--- src/rtl/adc_responder.sv ---
// Slave end of the 16-clock serial ADC frame: captures a channel address on din and shifts a 12-bit sample out on dout.
// Optional build macro ADC_RESPONDER_RAMP_EN: each latched channel register post-increments (a write in the same cycle wins).
module adc_responder #(
    parameter int CH_W   = 3,
    parameter int DATA_W = 12
) (
    input  logic              sclk,
    input  logic              rst,
    input  logic              din,
    output logic              dout,
    input  logic              wr_en,
    input  logic [CH_W-1:0]   wr_ch,
    input  logic [DATA_W-1:0] wr_data,
    output logic [CH_W-1:0]   cur_ch,
    output logic              frame_done
);

    localparam int NUM_CH = 1 << CH_W;

    localparam logic [3:0] CNT_ADDR_FIRST = 4'd2;
    localparam logic [3:0] CNT_ADDR_LAST  = 4'd4;
    localparam logic [3:0] CNT_LATCH      = 4'd3;
    localparam logic [3:0] CNT_SHIFT_LAST = 4'd14;
    localparam logic [3:0] CNT_LAST       = 4'd15;

    logic [3:0]        cnt_q,        cnt_d;
    logic [CH_W-1:0]   addr_q,       addr_d;
    logic [CH_W-1:0]   cur_ch_q,     cur_ch_d;
    logic [DATA_W-1:0] shift_q,      shift_d;
    logic              dout_q,       dout_d;
    logic              frame_done_q, frame_done_d;
    logic [DATA_W-1:0] ch_reg_q [NUM_CH];
    logic [DATA_W-1:0] ch_reg_d [NUM_CH];

    always_comb begin
        cnt_d        = cnt_q + 4'd1;
        addr_d       = addr_q;
        cur_ch_d     = cur_ch_q;
        shift_d      = shift_q;
        dout_d       = 1'b0;
        frame_done_d = (cnt_q == CNT_SHIFT_LAST);
        ch_reg_d     = ch_reg_q;

        if (cnt_q >= CNT_ADDR_FIRST && cnt_q <= CNT_ADDR_LAST) begin
            addr_d = {addr_q[CH_W-2:0], din};
        end

        // The address completed this frame is the channel converted in the next one.
        if (cnt_q == CNT_LAST) begin
            cur_ch_d = addr_q;
        end

        if (cnt_q == CNT_LATCH) begin
            shift_d = ch_reg_q[cur_ch_q];
            dout_d  = shift_d[DATA_W-1];
        end else if (cnt_q > CNT_LATCH && cnt_q <= CNT_SHIFT_LAST) begin
            shift_d = shift_q << 1;
            dout_d  = shift_d[DATA_W-1];
        end

`ifdef ADC_RESPONDER_RAMP_EN
        if (cnt_q == CNT_LATCH) begin
            ch_reg_d[cur_ch_q] = ch_reg_q[cur_ch_q] + DATA_W'(1);
        end
`endif

        // Applied last so a host write overrides any ramp increment.
        if (wr_en) begin
            ch_reg_d[wr_ch] = wr_data;
        end
    end

    always_ff @(posedge sclk) begin
        if (rst) begin
            cnt_q        <= 4'd0;
            addr_q       <= '0;
            cur_ch_q     <= '0;
            shift_q      <= '0;
            dout_q       <= 1'b0;
            frame_done_q <= 1'b0;
            for (int k = 0; k < NUM_CH; k++) begin
                ch_reg_q[k] <= DATA_W'(k * 256);
            end
        end else begin
            cnt_q        <= cnt_d;
            addr_q       <= addr_d;
            cur_ch_q     <= cur_ch_d;
            shift_q      <= shift_d;
            dout_q       <= dout_d;
            frame_done_q <= frame_done_d;
            for (int k = 0; k < NUM_CH; k++) begin
                ch_reg_q[k] <= ch_reg_d[k];
            end
        end
    end

    assign dout       = dout_q;
    assign cur_ch     = cur_ch_q;
    assign frame_done = frame_done_q;

endmodule

--- config.mk ---
export PLATFORM = sky130hd
export DESIGN_NAME = adc_responder
export DESIGN_NICKNAME = d
export VERILOG_FILES = /design/src/rtl/adc_responder.sv
export SDC_FILE = /design/constraint.sdc
export NUM_CORES = 1
export LEC_CHECK = 0
export CAP_MARGIN = 20
export CORE_UTILIZATION = 45
export DETAILED_ROUTE_END_ITERATION = 7
export PLACE_DENSITY = 0.64
export SLEW_MARGIN = 30
export SYNTH_ARGS = -nofsm -noshare
export SYNTH_HDL_FRONTEND = slang
export SYNTH_SLANG_ARGS = --single-unit
export TNS_END_PERCENT = 50
--- constraint.sdc ---
create_clock -name sclk -period 2.8 [get_ports sclk]
set_clock_uncertainty 0.15 [all_clocks]
set_input_delay 0.42 -clock sclk [delete_from_list [all_inputs] [get_ports sclk]]
set_output_delay 0.42 -clock sclk [all_outputs]
set_load 0.005 [all_outputs]
==> qor.txt <==
Critical Path End Type - output pin
Reg clk slew, reported paths - 0.05 ns
crit share post-route - 0.837
CTS tree - built
cells resized by post-CTS repair - 0
RR Endpoint - shift_q[9]
drt pass-1 iters - 5
Synth Net Count - 668
syn_area_per_cell - 8.23 um2
R2R cell count - 5
CP required - 2.23 ns
Sw Pwr - 898 uW
depth of the CTS H-tree - 4
Layout area overhead - 13.2%
antenna violations before repair - 0
vias per inst - 5.50
Clock Sinks - 119
hold path startpoint - rst
routed len/inst - 16.5 um
Pleak - 2.03 nW
post-cts hold buffer count - 0
Tot Pwr - 3.97 mW
Seq cells post-synth - 119
diodes inserted - 0
Hold/Removal Path Class - in2reg
worst-path cell chain - buf_4, clkdlybuf4s50_1
Post-Syn Instances - 647
Period minus WS final - 2.34 ns
I/O pins - 24
largest net degree at the start of global routing - 53
gr usage total - 0.223
non-filler cells, final - 800
Slew Limit Fails - 0
DRC violations left - 0
Netlist cell types - 35
Worst R2R Setup Slack - 0.79 ns
Worst VDD drop - 517 uV
Final GP Congestion - 0.792
Nets - 668
CP arrival - 1.77 ns
clock root buffer - clkbuf_16
GRT overflow - 0
filler cell count - 1059
Max-slew headroom - 0.437
Pwr per Cell Area - 659 nW/um2
core area - 11500 um2
type of origin of the critical path - flip-flop
internal power - 3.08 mW
Hold EP - cnt_q[2]
die height - 111 um
Final ANT Viol Nets - 0
Final Setup Violations - 0
CP bufs+invs - 2
Ys Warns - 0
max_cap viols - 0
slowest stage cell, crit path - clkdlybuf4s50_1
Synth async-reset ratio - 0
reg2reg start - cur_ch[0]
Site Rows - 39
Least-Margin Pin Slew - 0.843 ns
Starting DRT DRC Count - 303
FF/Latch Area - 2380 um2
Die W - 111 um
fin util - 0.526
vias in the first global route - 4178
Initial Utilization - 0.465
Setup TNS - 0 ns
RSZ-0062 raised after global routing - no
switching portion of total power - 0.226
placed instance count - 771
worst-path fanout max - 27
status - completed
Reg power frac - 0.449
number of setup buffers added after CTS - 0
post-synthesis sequential area ratio - 0.447
Via Count - 4397
max incr delay on CP - 0.60 ns
final hold vios - 0
dominant synthesized flop cell - dfxtp_1
fmax - 0.427 GHz
mapped cell area - 5330 um2
Post-DP HPWL - 8.45 mm
Placed Area - 5510 um2
Gate power share - 0.067
worst hold slack - 0.274 ns
critical path type - reg2out
multi-input logic area - 2580 um2
cell family with most CP delay - buffers and inverters
Finished Cell Area - 6030 um2
Clk network pwr share - 0.484
fin worst setup slack - 0.456 ns
Die ar. - 12300 um2
first-pass GRT wire length - 21.4 mm
final WL - 13.2 mm
proportion of layout cells with a drive suffix above 1 - 0.0883
worst-skew pair later-pin latency - 0.41 ns
Port Buffers - 23
Worst Hold Path Cells - 2
EDFF count, synth - 0
cts bufs inserted - 17
setup slack at placement - 0.439 ns
CTS max path bufs - 2
## worst max-delay path by stage
stage                     startpoint            to  slack, ns  cells after the start
after floorplan             cnt_q[1]   shift_q[10]       1.17                      5
after global placement         wr_en  ch_reg_q[21]       0.48                      5
after detailed placement       wr_en  ch_reg_q[16]       0.44                      5
after CTS                  cur_ch[1]     cur_ch[1]       0.45                      2
after global routing       cur_ch[1]     cur_ch[1]       0.40                      2
final                      cur_ch[1]     cur_ch[1]       0.46                      2
## flip-flops by register name, summed over array words and instances (netlist names)
| name | count |
|---|---|
| cnt_q | 4 |
| cur_ch | 3 |
| dout | 1 |
| addr_q | 3 |
| ch_reg_q | 96 |
| shift_q | 11 |
| frame_done | 1 |
## cells by family (layout without fill, tap and decap cells)
group                    after synthesis  count (layout)  synth area share
adder cells (fa/ha/maj)                2               2           0.00470
AO/OA/AOI/OAI                        132             132             0.149
multiplexers                          54              54             0.101
buffers and inverters                 59              69            0.0690
XOR/XNOR                               2               2           0.00329
flip-flops                           119             119             0.447
AND/OR/NAND/NOR                      279             279             0.225
## layer usage
layer / routed length, um / track usage
met1: 5950 / 0.283
met2: 6300 / 0.360
met3: 654 / 0.0618
met4: 282 / 0.0844
met5: 0 / 0
## placed cells by master, fill, tap and decap left out, types with 2 or more instances in the layout
cell type / n
nor3_2: 3
nand2b_1: 5
nor2b_1: 5
nor2_1: 28
a211oi_1: 5
mux2i_1: 54
o21ai_1: 9
clkdlybuf4s50_1: 22
nand2_1: 199
a22oi_2: 2
and4_1: 2
buf_4: 16
nor3_1: 2
clkinv_2: 4
a211oi_2: 7
nand3_1: 18
o21ai_0: 3
clkbuf_8: 5
a22oi_1: 20
a21oi_1: 84
clkbuf_1: 3
dfxtp_1: 119
nand3b_1: 12
ha_1: 2
clkbuf_16: 17
## synth_stat cells, drive strengths merged (2+ instances only)
cell | count | area [um2]
a211oi | 12 | 125
a21oi | 84 | 420
a22oi | 22 | 175
and4 | 2 | 17.5
buf | 43 | 308
clkbuf | 15 | 56.3
dfxtp | 119 | 2380
ha | 2 | 25.0
mux2i | 54 | 541
nand2 | 199 | 747
nand2b | 5 | 31.3
nand3 | 18 | 90.1
nand3b | 12 | 90.1
nor2 | 29 | 109
nor2b | 5 | 31.3
nor3 | 5 | 40.0
o21ai | 12 | 60.1
## worst register-to-register path, delay by kind of cell (launching register included)
kind                   cells  cell delay (ns)
and+or+nand+nor            1             0.20
AOI/OAI and AO/OA          2             0.50
DFF                        1             0.64
muxes                      1             0.12
buffers and inverters      1             0.33
## cell type report
type                            count  share of cell area
Timing Repair Buffer               39              0.0598
Tap cell                          143              0.0297
Clock inverter                      4             0.00332
Inverter                            1            0.000622
Clock buffer                       25              0.0838
Sequential cell                   119               0.395
Multi-Input combinational cell    469               0.428
## power groups by stage
stage	logic [mW]	clock network [mW]	registers, mW
final	0.265	1.92	1.78
after global routing	0.292	2.04	1.79
after CTS	0.264	1.95	1.78
after detailed placement	0.261	0	1.82
after global placement	0.255	0	1.82
after floorplan	0.199	0	1.81
(Power assumes the default switching activity.)
